`src/rtl/gps_gen_pkg.sv`:
```
// Shared definitions for the GPS generator control path.
//   gps_state_e      : sequencer state encoding, also exported on state_out
//   GPS_SAT_W        : width of the satellite select field
//   *_DEF            : default timing / width parameters
//   cnt_w()          : counter width for a modulo-n counter (never below 1 bit)
package gps_gen_pkg;

  typedef enum logic [2:0] {
    ST_IDLE  = 3'd0,
    ST_CLR   = 3'd1,
    ST_SEEK  = 3'd2,
    ST_ARMED = 3'd3,
    ST_RUN   = 3'd4
  } gps_state_e;

  localparam int unsigned GPS_SAT_W           = 5;
  localparam int unsigned CLK_DIV_DEF         = 4;
  localparam int unsigned CHIPS_PER_EPOCH_DEF = 1023;
  localparam int unsigned EPOCHS_PER_BIT_DEF  = 20;
  localparam int unsigned PHASE_W_DEF         = 16;

  function automatic int unsigned cnt_w(input int unsigned n);
    return (n <= 2) ? 1 : $clog2(n);
  endfunction

endpackage

```
`src/rtl/gps_tick_div.sv`:
```
// Strobe generator: counts 0..DIV-1 and raises tick_out for one cycle while
// the count sits at DIV-1. clr_in holds the count at 0 and suppresses the tick.
//   clk_in   : clock
//   rst_in   : synchronous active-high reset
//   clr_in   : synchronous clear (count to 0, no tick this cycle)
//   tick_out : combinational strobe, registered by the caller
module gps_tick_div
  import gps_gen_pkg::*;
#(
  parameter int unsigned DIV = CLK_DIV_DEF
) (
  input  logic clk_in,
  input  logic rst_in,
  input  logic clr_in,
  output logic tick_out
);

  localparam int unsigned W = cnt_w(DIV);
  localparam logic [W-1:0] LAST = W'(DIV - 1);

  logic [W-1:0] div_q, div_d;

  always_comb begin
    div_d = div_q;
    if (clr_in) begin
      div_d = '0;
    end else if (div_q == LAST) begin
      div_d = '0;
    end else begin
      div_d = div_q + 1'b1;
    end
  end

  always_ff @(posedge clk_in) begin
    if (rst_in) begin
      div_q <= '0;
    end else begin
      div_q <= div_d;
    end
  end

  assign tick_out = !clr_in && (div_q == LAST);

endmodule

```
`src/rtl/gps_gen_seq.sv`:
```
// Sequencer / configuration controller for gps_gen_core.
// Flow: IDLE -(cfg accepted)-> CLR (1 cycle core reset) -> SEEK (C/A phase
// seek until core reports done) -> ARMED -(start)-> RUN (paced sample strobes,
// chip/epoch/nav-bit timing). stop_in returns any active state to IDLE.
//
// Config handshake: a config word transfers on a rising clk_in edge where
// cfg_valid_in=1 and cfg_ready_out=1 (and stop_in=0); cfg_ready_out is high
// only in IDLE, so offers in any other state are simply not taken.
//
// Ports:
//   clk_in, rst_in                       clock, synchronous active-high reset
//   cfg_valid_in/cfg_ready_out           config handshake
//   cfg_sat_in/cfg_phase_in/cfg_doppler_in  config payload
//   start_in, stop_in                    run control
//   msg_bit_in/msg_req_out               nav message bit request / data
//   core_*_out, core_phase_done_in       gps_gen_core control interface
//   epoch_out                            pulse on last chip of each code epoch
//   busy_out, state_out                  status / debug state
// All outputs are registered.
module gps_gen_seq
  import gps_gen_pkg::*;
#(
  parameter int unsigned CLK_DIV         = CLK_DIV_DEF,
  parameter int unsigned CHIPS_PER_EPOCH = CHIPS_PER_EPOCH_DEF,
  parameter int unsigned EPOCHS_PER_BIT  = EPOCHS_PER_BIT_DEF,
  parameter int unsigned PHASE_W         = PHASE_W_DEF
) (
  input  logic               clk_in,
  input  logic               rst_in,
  input  logic               cfg_valid_in,
  output logic               cfg_ready_out,
  input  logic [4:0]         cfg_sat_in,
  input  logic [PHASE_W-1:0] cfg_phase_in,
  input  logic [7:0]         cfg_doppler_in,
  input  logic               start_in,
  input  logic               stop_in,
  input  logic               msg_bit_in,
  output logic               msg_req_out,
  output logic               core_rst_n_out,
  output logic               core_ena_out,
  output logic               core_phase_start_out,
  output logic [4:0]         core_n_sat_out,
  output logic [PHASE_W-1:0] core_ca_phase_out,
  output logic [7:0]         core_doppler_out,
  output logic               core_msg_out,
  input  logic               core_phase_done_in,
  output logic               epoch_out,
  output logic               busy_out,
  output logic [2:0]         state_out
);

  localparam int unsigned CHIP_W = cnt_w(CHIPS_PER_EPOCH);
  localparam int unsigned EPB_W  = cnt_w(EPOCHS_PER_BIT);
  localparam logic [CHIP_W-1:0] CHIP_LAST = CHIP_W'(CHIPS_PER_EPOCH - 1);
  localparam logic [EPB_W-1:0]  EPB_LAST  = EPB_W'(EPOCHS_PER_BIT - 1);

  gps_state_e         state_q, state_d;
  logic               seek_first_q, seek_first_d;
  logic               cfg_ready_q, cfg_ready_d;
  logic               msg_req_q, msg_req_d;
  logic               core_rst_n_q, core_rst_n_d;
  logic               core_ena_q, core_ena_d;
  logic               phase_start_q, phase_start_d;
  logic [4:0]         n_sat_q, n_sat_d;
  logic [PHASE_W-1:0] ca_phase_q, ca_phase_d;
  logic [7:0]         doppler_q, doppler_d;
  logic               core_msg_q, core_msg_d;
  logic               epoch_q, epoch_d;
  logic               busy_q, busy_d;
  logic [CHIP_W-1:0]  chip_q, chip_d;
  logic [EPB_W-1:0]   epb_q, epb_d;

  logic div_clr;
  logic tick;

  // Divider only runs in RUN; a stop on the strobe cycle kills that strobe.
  assign div_clr = (state_q != ST_RUN) || stop_in;

  gps_tick_div #(
    .DIV(CLK_DIV)
  ) u_tick_div (
    .clk_in  (clk_in),
    .rst_in  (rst_in),
    .clr_in  (div_clr),
    .tick_out(tick)
  );

  always_comb begin
    state_d       = state_q;
    seek_first_d  = 1'b0;
    msg_req_d     = 1'b0;
    core_rst_n_d  = 1'b1;
    core_ena_d    = 1'b0;
    phase_start_d = 1'b0;
    epoch_d       = 1'b0;
    n_sat_d       = n_sat_q;
    ca_phase_d    = ca_phase_q;
    doppler_d     = doppler_q;
    chip_d        = chip_q;
    epb_d         = epb_q;
    // The bit offered while msg_req_out is high becomes the current bit.
    core_msg_d    = msg_req_q ? msg_bit_in : core_msg_q;

    case (state_q)
      ST_IDLE: begin
        if (cfg_valid_in && cfg_ready_q && !stop_in) begin
          n_sat_d      = cfg_sat_in;
          ca_phase_d   = cfg_phase_in;
          doppler_d    = cfg_doppler_in;
          core_rst_n_d = 1'b0;
          state_d      = ST_CLR;
        end
      end
      ST_CLR: begin
        phase_start_d = 1'b1;
        seek_first_d  = 1'b1;
        state_d       = ST_SEEK;
      end
      ST_SEEK: begin
        // Done from the core is not trusted on the first seek cycle: it may
        // still reflect the state before the CLR reset took effect.
        if (!seek_first_q && core_phase_done_in) begin
          state_d = ST_ARMED;
        end else begin
          phase_start_d = 1'b1;
        end
      end
      ST_ARMED: begin
        if (start_in) begin
          msg_req_d = 1'b1;
          chip_d    = '0;
          epb_d     = '0;
          state_d   = ST_RUN;
        end
      end
      ST_RUN: begin
        if (tick) begin
          core_ena_d = 1'b1;
          if (chip_q == CHIP_LAST) begin
            chip_d  = '0;
            epoch_d = 1'b1;
            if (epb_q == EPB_LAST) begin
              epb_d     = '0;
              msg_req_d = 1'b1;
            end else begin
              epb_d = epb_q + 1'b1;
            end
          end else begin
            chip_d = chip_q + 1'b1;
          end
        end
      end
      default: state_d = ST_IDLE;
    endcase

    // Abort has priority over every other request and silences all pulses.
    if (stop_in) begin
      state_d       = ST_IDLE;
      seek_first_d  = 1'b0;
      msg_req_d     = 1'b0;
      core_rst_n_d  = 1'b1;
      core_ena_d    = 1'b0;
      phase_start_d = 1'b0;
      epoch_d       = 1'b0;
    end

    cfg_ready_d = (state_d == ST_IDLE);
    busy_d      = (state_d != ST_IDLE);
  end

  always_ff @(posedge clk_in) begin
    if (rst_in) begin
      state_q       <= ST_IDLE;
      seek_first_q  <= 1'b0;
      cfg_ready_q   <= 1'b1;
      msg_req_q     <= 1'b0;
      core_rst_n_q  <= 1'b1;
      core_ena_q    <= 1'b0;
      phase_start_q <= 1'b0;
      n_sat_q       <= '0;
      ca_phase_q    <= '0;
      doppler_q     <= '0;
      core_msg_q    <= 1'b0;
      epoch_q       <= 1'b0;
      busy_q        <= 1'b0;
      chip_q        <= '0;
      epb_q         <= '0;
    end else begin
      state_q       <= state_d;
      seek_first_q  <= seek_first_d;
      cfg_ready_q   <= cfg_ready_d;
      msg_req_q     <= msg_req_d;
      core_rst_n_q  <= core_rst_n_d;
      core_ena_q    <= core_ena_d;
      phase_start_q <= phase_start_d;
      n_sat_q       <= n_sat_d;
      ca_phase_q    <= ca_phase_d;
      doppler_q     <= doppler_d;
      core_msg_q    <= core_msg_d;
      epoch_q       <= epoch_d;
      busy_q        <= busy_d;
      chip_q        <= chip_d;
      epb_q         <= epb_d;
    end
  end

  assign cfg_ready_out        = cfg_ready_q;
  assign msg_req_out          = msg_req_q;
  assign core_rst_n_out       = core_rst_n_q;
  assign core_ena_out         = core_ena_q;
  assign core_phase_start_out = phase_start_q;
  assign core_n_sat_out       = n_sat_q;
  assign core_ca_phase_out    = ca_phase_q;
  assign core_doppler_out     = doppler_q;
  assign core_msg_out         = core_msg_q;
  assign epoch_out            = epoch_q;
  assign busy_out             = busy_q;
  assign state_out            = state_q;

endmodule

```
`config.mk`:
```
export PLATFORM = sky130hd
export DESIGN_NAME = gps_gen_seq
export DESIGN_NICKNAME = d
export VERILOG_FILES = /design/src/rtl/gps_gen_pkg.sv /design/src/rtl/gps_tick_div.sv /design/src/rtl/gps_gen_seq.sv
export SDC_FILE = /design/constraint.sdc
export NUM_CORES = 1
export LEC_CHECK = 0
export CORE_UTILIZATION = 46
export CTS_CLUSTER_SIZE = 12
export DETAILED_ROUTE_END_ITERATION = 8
export PLACE_DENSITY = 0.91
export SETUP_SLACK_MARGIN = 0.05
export SLEW_MARGIN = 10
export SYNTH_ARGS = -nofsm -noshare
export SYNTH_HDL_FRONTEND = slang
export SYNTH_SLANG_ARGS = --single-unit
```
`constraint.sdc`:
```
create_clock -name clk_in -period 2.05 [get_ports clk_in]
set_input_delay 0.41 -clock clk_in [delete_from_list [all_inputs] [get_ports clk_in]]
set_output_delay 0.41 -clock clk_in [all_outputs]
set_load 0.01 [all_outputs]
```
== Word-level counts from Yosys, hierarchy flattened ==
Cells that the tools add are included.

* Add/sub/neg operators: 3
* Equality and inequality tests: 11
* Muxes and demuxes: 25
* Bitwise gates (word level): 3
* Reductions and logical operators: 20

{| class="wikitable"
|+ Operator list
! kind !! count
|-
| 10-bit 2-to-1 mux || 3
|-
| 5-bit 2-to-1 mux || 4
|-
| 10-bit case mux with 2 select lines || 1
|-
| 3-bit case mux with 5 select lines || 1
|-
| 3-bit 2-to-1 mux || 4
|-
| 10-bit by 1-bit adder with 10-bit output, second input constant || 1
|-
| 10-bit equality test, second input constant || 1
|-
| 5-bit case mux with 2 select lines || 1
|-
| 1-bit 2-to-1 mux || 9
|-
| 3-bit OR reduction || 3
|-
| 3-bit by 2-bit equality test with 1-bit output, second input constant || 2
|-
| 3-bit logical NOT || 2
|-
| 2-bit != test, second input constant || 3
|-
| 5-bit by 1-bit adder with 5-bit output, second input constant || 1
|-
| 5-bit equality test, second input constant || 1
|-
| 1-bit logical AND || 4
|-
| 1-bit case mux with 2 select lines || 2
|-
| 4-bit AND reduction || 1
|-
| 4-bit OR reduction || 1
|-
| 3-bit by 1-bit equality test with 1-bit output, second input constant || 1
|-
| 3-bit equality test, second input constant || 1
|-
| 1-bit logical NOT || 3
|-
| 3-bit != test, second input constant || 1
|-
| 1-bit NOT || 3
|-
| 8 further kinds || 8
|}

* Register bits after elaboration: 58
* Input port bits: 36
* Output and inout port bits: 40
* Logic and storage cells: 78

== Longest topological paths before layout ==
Gate-level depths: netlist of run 1.

* Word-level depth: 6
* Gate-level depth with buffers: 7
* Mapped depth without buffers: 6

== By module ==
From an unflattened synthesis of run 1, not the netlist that was laid out.

* Cell total of the unflattened synthesis: 269
* Area, all modules: 2,349.8 um2

{| class="wikitable"
|+ Modules (own cells, without submodules)
! module !! instances !! cells an instance !! area each (um2) !! sequential area each (um2)
|-
| gps_gen_seq || 1 || 263 || 2,263.4 || 1,121.1
|-
| gps_tick_div || 1 || 6 || 86.3 || 40.0
|}

== Least setup slack after synthesis of run 1 ==
No wires, ideal clock.

* Path kind: flip-flop to flip-flop
* From: reg state_q[2], in the netlist state_out[2]
* To: reg chip_q[8]
* Setup time: 0.073 ns
* Data arrival time: 1.646 ns
* Data required time: 1.977 ns
* Setup slack: 0.331 ns
* Stages on the path, launching flop included: 5
* Buffers on the path: 1
* Clock period less this slack: 1.719 ns
* Cells stage by stage: dfxtp_1 buf_4 or4b_4 or4b_4 o211ai_2

* Longest elaborated chain between the ends: 6
* Elaborated cells on any way between the ends: 11
* Those cells by class: 5 x eq/ne; 1 x mux; 5 x reduce/logical

{| class="wikitable"
|+ Ends and longest elaborated chain
! element !! line !! text
|-
| start, declared || gps_gen_seq.sv:57 || <nowiki>gps_state_e state_q, state_d;</nowiki>
|-
| start signal, assigned || gps_gen_seq.sv:189 || <nowiki>state_q <= state_d;</nowiki>
|-
| 3-bit != test || gps_gen_seq.sv:77 || <nowiki>assign div_clr = (state_q != ST_RUN) || stop_in;</nowiki>
|-
| 1-bit logical OR || gps_gen_seq.sv:77 ||
|-
| 1-bit logical NOT || gps_tick_div.sv:42 || <nowiki>assign tick_out = !clr_in && (div_q == LAST);</nowiki>
|-
| 1-bit logical AND || gps_tick_div.sv:42 ||
|-
| 2-bit != test (no line) || n/a ||
|-
| 3-bit AND reduction (no line) || n/a ||
|-
| end signal, assigned || gps_gen_seq.sv:202 || <nowiki>chip_q <= chip_d;</nowiki>
|-
| end, declared || gps_gen_seq.sv:70 || <nowiki>logic [CHIP_W-1:0] chip_q, chip_d;</nowiki>
|}

Several ways; a longest one is shown, not always the timed one.
A chain may end at the register's enable or synchronous reset.

== Worst setup path after layout of run 1 ==
* From: reg state_q[2], in the netlist state_out[2]
* To: out state_out[2]

{| class="wikitable"
|+ RTL lines
! element !! line !! text
|-
| end, declared || gps_gen_seq.sv:49 || <nowiki>output logic [2:0] state_out</nowiki>
|}

No word-level cell between the ends.

==> results of run 1 <==
[cell usage after synthesis (4+ instances only)]
cell type  instances  area share
a21oi_1           38       0.079
buf_2              4      0.0083
clkbuf_1          10       0.016
dfxtp_1           58        0.48
ha_1               4       0.021
inv_1              7       0.011
nand2_1           67        0.10
nand3_1            8       0.017
nand4_1            4       0.010
nor2_1            16       0.025
o21ai_0            6       0.012
or3_1              6       0.016
[metal layers]
metal  up-vias  GRT usage  share of wire
met5         -          0              0
met4         0      0.126          0.020
met3        10     0.0569          0.060
met2        76      0.365           0.49
met1      1088      0.278           0.43
li1       1176          -              -
[metrics by stage]
step                      total power, mW   util  hold slack, ns
after floorplan                      1.29      -           0.404
after global placement               1.45  0.677           0.413
after detailed placement             1.46  0.677           0.423
after CTS                            2.56  0.722           0.433
after global routing                 2.64  0.722           0.458
final                                2.55  0.722           0.428
[state kept, by name, indices dropped and copies added, names as in the netlist]
| signal | flops |
|---|---|
| u_tick_div.div_q | 2 |
| chip_q | 10 |
| core_ca_phase_out | 16 |
| core_ena_out | 1 |
| core_phase_start_out | 1 |
| seek_first_q | 1 |
| core_msg_out | 1 |
| core_doppler_out | 8 |
| epb_q | 5 |
| core_n_sat_out | 5 |
| epoch_out | 1 |
| state_out | 3 |
| busy_out | 1 |
| msg_req_out | 1 |
| core_rst_n_out | 1 |
| cfg_ready_out | 1 |
[final timing paths]
path	endpoint	slack, ns	cells after the start
max	state_out[2]	0.16	1
min	u_tick_div.div_q[0]	0.43	1
max reg2reg	epb_q[3]	0.25	6
min reg2reg	u_tick_div.div_q[0]	0.43	1
[final cells by class]
cell class	count	area (µm²)
multi-input combinational	207	1160
tap	67	83.8
sequential	58	1160
clock inverter	1	30.0
fill	394	1360
inverter	7	26.3
timing repair buffer	90	876
clock buffer	15	186
[power groups by stage]
stage	sequential, mW	combinational, mW	clock [mW]
6_report	1.18	0.256	1.11
5_1_grt	1.18	0.276	1.19
4_1_cts	1.18	0.257	1.13
3_5_place_dp	1.20	0.254	0
3_3_place_gp	1.20	0.251	0
2_1_floorplan	1.21	0.0785	0
[cells by family (layout without fill, tap and decap cells)]
family / after synthesis / in the layout / synth area share
and+or+nand+nor: 138 / 138 / 0.298
DFF: 58 / 58 / 0.481
muxes: 2 / 2 / 0.00829
buffers and inverters: 23 / 113 / 0.0394
adders and majority gates: 4 / 4 / 0.0207
xor gates and xnor gates: 3 / 3 / 0.0109
AOI/OAI and AO/OA: 60 / 60 / 0.142
==> results.yml, run 1 <==
cells_and_area:
  final_common_cell: "clkdlybuf4s50_1"
  antenna-diode-count: 0
  area_growth_pct: 45.9
  final_cell_mix: "clkdlybuf4s50_1, nand2_1, dfxtp_1"
  stdcell_count: 445
  final_area_um2: 3520
  drive_above_1_share: 0.0979
  nNetsFinal: 413
grt:
  grt_max_degree: 36
  grt_pass1_vias: 2127
  grt_pass1_wl_mm: 9.52
  globalRoute.totalOverflow: 0
  antenna_found_initial: 0
  track_usage: 0.227
worst_setup_path:
  crit_chain: "clkdlybuf4s50_1"
  crit_path_start_kind: "flop"
  cp.required_ns: 1.64
  critPathKind: "flop to primary output"
  crit_family: "buffers and inverters"
  critPathBufInv: 1
  cp.arrival_ns: 1.48
  critPathCaptureType: "primary output"
  critical_path.startpoint: "state_out[2]"
  slowest_stage: "clkdlybuf4s50_1"
  reg2reg_from: "chip_q[0]"
  crit_fanout: 13
  max_stage_delay_ns: 0.61
detailed_routing:
  routedWlPerCell_um: 13.6
  dr.pass1.iters: 4
  ant_nets: 0
  drtIter0Drc: 194
  num_vias: 2350
  drc: 0
  routed_via_density: 5.28
  drt-total-wl_mm: 6.04
logic_synthesis:
  ys_ff_latch: 58
  synth_ff_type: "dfxtp_1"
  synth_edf_count: 0
  syn_avg_cell_area_um2: 8.38
  synth_area_um2: 2410
  synthDistinctLibCells: 49
  ys_seq_area_frac: 0.481
  yosys_warnings: 0
  synthArstFlopShare: 0
  syn_inst: 288
  synth_nets: 328
power_and_ir_drop:
  pwr-share-comb: 0.100
  ir_worst_vdd_mv: 0.649
  intPower_mw: 2.00
  power_frac_clock: 0.437
  p_leak_nw: 1.26
  cellPowerDensity_nw_per_um2: 723
  power.share.switching: 0.213
  seqPwrFrac: 0.462
  p_sw_mw: 0.542
clocking:
  cts-root-buf: "clkbuf_8"
  clk_latency_ns: 0.32
  cts_setup_buffers: 0
  cts_resized: 0
  cts_max_path_buffers: 2
  clkTransAtPathRegs_ns: 0.06
  cts_buffers: 9
  h-tree-depth: 3
  clock-sinks: 58
  ctsHoldBuffers: 0
  cts_tree: "done"
sta:
  relSlewSlack: 0.589
  tns_ns: 0
  max_slew.worst_pin.slew_ns: 0.608
  setup_ws_ns: 0.157
  rsz0062_at_grt: "no"
  slew_viol_final: 0
  hold_violations: 0
  min_period_ns: 1.89
  fmax_ghz: 0.528
  finalCritPeriodShare: 0.923
  skew_ns: 0.00722
  setup_viol: 0
placement:
  hpwl_mm: 4.32
  place_ws_ns: -0.0326
  routabilityCongestion: 0.897
  port_buffers: 75
  place_area_um2: 3300
  dp_cells: 429
worst_hold_path:
  hp-start: "u_tick_div.div_q[0]"
  hold_class: "flop to flop"
floorplan:
  die_y_um: 74.4
  coreArea_um2: 4880
  die_w_um: 74.4
  rows: 25
  ios: 76
  die_area_um2: 5540
  start_util: 0.495
run:
  drv_cap: 0
outcome:
  outcome: "finished clean"
Power figures use the tool's default switching activity.
==> run 2: changes to the inputs <==
--- a/config.mk
+++ b/config.mk
@@ -5,10 +5,12 @@
 export SDC_FILE = /design/constraint.sdc
 export NUM_CORES = 1
 export LEC_CHECK = 0
+export ABC_CLOCK_PERIOD_IN_PS = 2050
 export CORE_UTILIZATION = 46
 export CTS_CLUSTER_SIZE = 12
 export DETAILED_ROUTE_END_ITERATION = 8
 export PLACE_DENSITY = 0.91
+export RECOVER_POWER = 50
 export SETUP_SLACK_MARGIN = 0.05
 export SLEW_MARGIN = 10
 export SYNTH_ARGS = -nofsm -noshare
==> run 2 against run 1 <==
Largest power group unchanged. Non-clock buffer count unchanged. First-iteration DRC count down 1.0%. Clock power about the same. Final cell count is the same. Largest cell class unchanged. Sequential power hardly changed. Total power down 0.34%.
==> results.yml, run 2 (synthesis results as in run 1) <==
outcome:
  outcome: "finished clean"
grt:
  grt_pass1_vias: 2127
  grt_max_degree: 36
  antenna_found_initial: 0
  grt_pass1_wl_mm: 9.52
  track_usage: 0.227
  globalRoute.totalOverflow: 0
cells_and_area:
  fill_cells: 399
  final_area_um2: 3510
  largest_reg_flops: 16
  drive_above_1_share: 0.0926
  final_cell_mix: "nand2_1, dfxtp_1, clkdlybuf4s50_1"
  final-seq-area_um2: 1160
  antenna-diode-count: 0
  multi_input_area_um2: 1160
  stdcell_count: 445
  area_growth_pct: 45.5
  final_common_cell: "nand2_1"
  nNetsFinal: 413
worst_setup_path:
  crit_fanout: 35
  critPathBufInv: 3
  critPathKind: "input pin to flop"
  crit_family: "buffers and inverters"
  rrSetupSlack_ns: 0.24
  max_stage_delay_ns: 0.57
  crit_path_start_kind: "input pin"
  cp.required_ns: 2.26
  slowest_stage: "clkbuf_2"
  critPathCaptureType: "flop"
  cp.arrival_ns: 2.12
  crit_chain: "clkdlybuf4s50_1 > buf_4 > clkbuf_2 > nor2_1 > nand2_2 > a31oi_1"
floorplan:
  coreArea_um2: 4880
  ios: 76
  rows: 25
  die_area_um2: 5540
  die_y_um: 74.4
  die_w_um: 74.4
  start_util: 0.495
power_and_ir_drop:
  p_sw_mw: 0.544
  cellPowerDensity_nw_per_um2: 722
  p_leak_nw: 1.34
  power.share.switching: 0.215
  intPower_mw: 1.99
  pwr-share-comb: 0.096
  seqPwrFrac: 0.463
  power_frac_clock: 0.440
  p_total_mw: 2.54
  ir_worst_vdd_mv: 0.648
detailed_routing:
  drt-total-wl_mm: 6.05
  ant_nets: 0
  drtIter0Drc: 192
  drc: 0
  num_vias: 2349
  routedWlPerCell_um: 13.6
  routed_via_density: 5.28
  dr.pass1.iters: 4
placement:
  hpwl_mm: 4.32
  place_area_um2: 3300
  port_buffers: 75
  dp_cells: 429
  routabilityCongestion: 0.897
clocking:
  h-tree-depth: 3
  cts_max_path_buffers: 2
  cts_buffers: 9
  cts-root-buf: "clkbuf_8"
  clock-sinks: 58
  cts_setup_buffers: 0
  clk_latency_ns: 0.32
  ctsHoldBuffers: 0
  cts_tree: "done"
  clkTransAtPathRegs_ns: 0.07
  cts_resized: 0
sta:
  fmax_ghz: 0.523
  max_slew.worst_pin.slew_ns: 0.721
  finalCritPeriodShare: 0.932
  relSlewSlack: 0.519
  setup_viol: 0
  min_period_ns: 1.91
  hold_slack_ns: 0.428
  hold_violations: 0
  skew_ns: 0.00719
  slew_viol_final: 0
  rsz0062_at_grt: "no"
  tns_ns: 0
run:
  drv_cap: 0
worst_hold_path:
  hold_class: "flop to flop"
==> run 2: worst reg2reg max path: stages (launching register included) <==
cell and delay (ns):
dfxtp_1 0.32, inv_1 0.09, ha_1 0.16, nand4_1 0.11
or4_1 0.67, nand2_2 0.24, a31oi_1 0.10
==> run 2: final timing paths <==
check	depth (start not counted)	to	start
min	1	u_tick_div.div_q[0]	u_tick_div.div_q[0]
max reg2reg	6	epb_q[3]	chip_q[0]
max	6	epb_q[3]	rst_in
min reg2reg	1	u_tick_div.div_q[0]	u_tick_div.div_q[0]
==> run 2: stage by stage <==
| stage | utilization | setup slack (ns) |
|---|---|---|
| after global placement | 0.677 | -0.00590 |
| after floorplan | - | 0.331 |
| after global routing | 0.720 | 0.0377 |
| final | 0.720 | 0.139 |
| after CTS | 0.722 | 0.0968 |
| after detailed placement | 0.677 | -0.0326 |
==> run 2: layout make-up <==
cell class                      count  share of cell area
Clock inverter                      1             0.00855
Timing Repair Buffer               90               0.247
Sequential cell                    58               0.331
Clock buffer                       15              0.0531
Multi-Input combinational cell    207               0.330
Inverter                            7             0.00748
Tap cell                           67              0.0239
==> run 2: power by group through the flow <==
stage	logic [mW]	registers (mW)	clock network, mW
2_1_floorplan	0.0785	1.21	0
3_3_place_gp	0.251	1.20	0
3_5_place_dp	0.254	1.20	0
4_1_cts	0.257	1.18	1.13
5_1_grt	0.265	1.18	1.19
6_report	0.245	1.18	1.12
==> run 2: per-layer routing <==
metal	global-route usage	up-vias	part of all wire
met5	0	-	0
met4	0.126	0	0.020
met3	0.0569	10	0.061
met2	0.365	79	0.49
met1	0.278	1085	0.43
li1	-	1175	-
==> run 3: changes to the inputs <==
--- a/config.mk
+++ b/config.mk
@@ -6,6 +6,7 @@
 export NUM_CORES = 1
 export LEC_CHECK = 0
 export ABC_CLOCK_PERIOD_IN_PS = 2050
+export CORE_MARGIN = 4
 export CORE_UTILIZATION = 46
 export CTS_CLUSTER_SIZE = 12
 export DETAILED_ROUTE_END_ITERATION = 8
==> run 3 against run 2 <==
Register-to-register slack worse by 0.09 ns. Total power is 4.3% lower. Cell area is 0.57% lower. Via count is 1.1% higher.
==> results.yml, run 3 (synthesis results as in run 1) <==
worst_hold_path:
  hold_class: "flop to flop"
  hp-start: "u_tick_div.div_q[0]"
  min_to: "u_tick_div.div_q[0]"
  holdPathStages: 1
clocking:
  clk_latency_ns: 0.32
  cts_buffers: 9
  ctsHoldBuffers: 0
  cts-root-buf: "clkbuf_8"
  clock-sinks: 58
  cts_tree: "done"
  clkTransAtPathRegs_ns: 0.06
  cts_resized: 0
  h-tree-depth: 3
  cts_setup_buffers: 0
  cts_max_path_buffers: 2
detailed_routing:
  drc: 0
  routedWlPerCell_um: 14.5
  routed_via_density: 5.31
  drt-total-wl_mm: 6.46
  num_vias: 2375
  ant_nets: 0
  drtIter0Drc: 210
  dr.pass1.iters: 4
floorplan:
  die_area_um2: 6470
  die_w_um: 80.4
  die_y_um: 80.4
  ios: 76
  rows: 26
  start_util: 0.473
  coreArea_um2: 5110
cells_and_area:
  nNetsFinal: 413
  stdcell_count: 447
  antenna-diode-count: 0
  final_common_cell: "nand2_1"
  largest_reg_flops: 16
  area_growth_pct: 44.7
  drive_above_1_share: 0.0955
  final_cell_mix: "nand2_1, dfxtp_1, clkdlybuf4s50_1"
worst_setup_path:
  crit_family: "simple AND/OR/NAND/NOR gates"
  max_stage_delay_ns: 0.64
  slowest_stage: "or4_4"
  reg2reg_from: "chip_q[0]"
  cp.arrival_ns: 2.10
  critPathBufInv: 1
  rrSetupSlack_ns: 0.15
  cp.required_ns: 2.25
  crit_fanout: 9
  critPathCaptureType: "flop"
  r2r_end: "epb_q[3]"
  ff2ff_path_depth: 6
  crit_path_start_kind: "flop"
  critPathKind: "flop to flop"
  crit_chain: "inv_1 > ha_1 > nand4_1 > or4_4 > nand2_2 > a31oi_1"
placement:
  port_buffers: 75
  place_ws_ns: -0.0457
  hpwl_mm: 4.71
  dp_cells: 432
  routabilityCongestion: 0.889
power_and_ir_drop:
  p_total_mw: 2.43
  pwr-share-comb: 0.101
  cellPowerDensity_nw_per_um2: 695
  p_sw_mw: 0.546
  ir_worst_vdd_mv: 0.547
  intPower_mw: 1.88
  power.share.switching: 0.225
  power_frac_clock: 0.414
  p_leak_nw: 1.31
  seqPwrFrac: 0.485
run:
  drv_cap: 0
sta:
  skew_ns: 0.00677
  slew_viol_final: 0
  min_period_ns: 1.90
  max_slew.worst_pin.slew_ns: 0.656
  hold_slack_ns: 0.424
  tns_ns: 0
  hold_violations: 0
  setup_ws_ns: 0.149
  finalCritPeriodShare: 0.927
  rsz0062_at_grt: "no"
  relSlewSlack: 0.563
  fmax_ghz: 0.526
  setup_viol: 0
grt:
  grt_pass1_vias: 2162
  antenna_found_initial: 0
  grt_pass1_wl_mm: 10.2
  globalRoute.totalOverflow: 0
  track_usage: 0.203
  grt_max_degree: 38
outcome:
  outcome: "finished clean"
[run 3: cell types whose count changed in the layout (fill, tap and decap cells not counted)]
| cell | before | now |
|---|---|---|
| clkbuf_2 | 1 | 0 |
| or4_4 | 0 | 1 |
| dfxtp_1 | 57 | 56 |
| clkbuf_8 | 13 | 10 |
| clkinv_2 | 0 | 2 |
| clkdlybuf4s50_1 | 45 | 49 |
| buf_4 | 11 | 12 |
| dlygate4sd3_1 | 30 | 26 |
| or4_1 | 3 | 2 |
| dfxtp_2 | 1 | 2 |
[run 3: metal layers]
metal  GRT usage  routed length, µm  vias to the layer above
met5           0                  0                        -
met4       0.101                142                        0
met3      0.0426                394                       12
met2       0.335               3270                       86
met1       0.249               2660                     1105
li1            -                  -                     1172
[run 3: power groups by stage]
stage,clock (mW),combinational (mW),sequential [mW]
after global routing,1.07,0.265,1.18
after detailed placement,0,0.255,1.20
after floorplan,0,0.0785,1.21
after CTS,1.02,0.257,1.18
after global placement,0,0.250,1.20
final,1.01,0.245,1.18
[run 3: per-stage QoR]
step	util	cell area [µm²]
floorplan	-	2410
global placement	0.648	3310
detailed placement	0.648	3310
CTS	0.684	3490
global route	0.684	3490
finish	0.684	3490
[run 3: worst max-delay path by stage]
stage	slack [ns]	startpoint	end	cells past startpoint
global placement	0.008	stop_in	epb_q[3]	5
detailed placement	-0.05	stop_in	epb_q[3]	5
global route	0.09	stop_in	chip_q[9]	6
finish	0.15	chip_q[0]	epb_q[3]	6
floorplan	0.33	state_out[2]	chip_q[8]	4
CTS	0.07	state_out[1]	state_out[1]	1
[run 3: worst register-to-register path, cell delays in order, from the launching register on]
cell	delay [ns]
dfxtp_1	0.37
inv_1	0.12
ha_1	0.16
nand4_1	0.19
or4_4	0.64
nand2_2	0.20
a31oi_1	0.11
[run 3: cell type report]
| class | instances | area [µm²] |
|---|---|---|
| Tap cell | 70 | 87.6 |
| Sequential cell | 58 | 1160 |
| Fill cell | 423 | 1620 |
| Multi-Input combinational cell | 207 | 1160 |
| Inverter | 7 | 26.3 |
| Clock inverter | 3 | 40.0 |
| Clock buffer | 12 | 145 |
| Timing Repair Buffer | 90 | 868 |
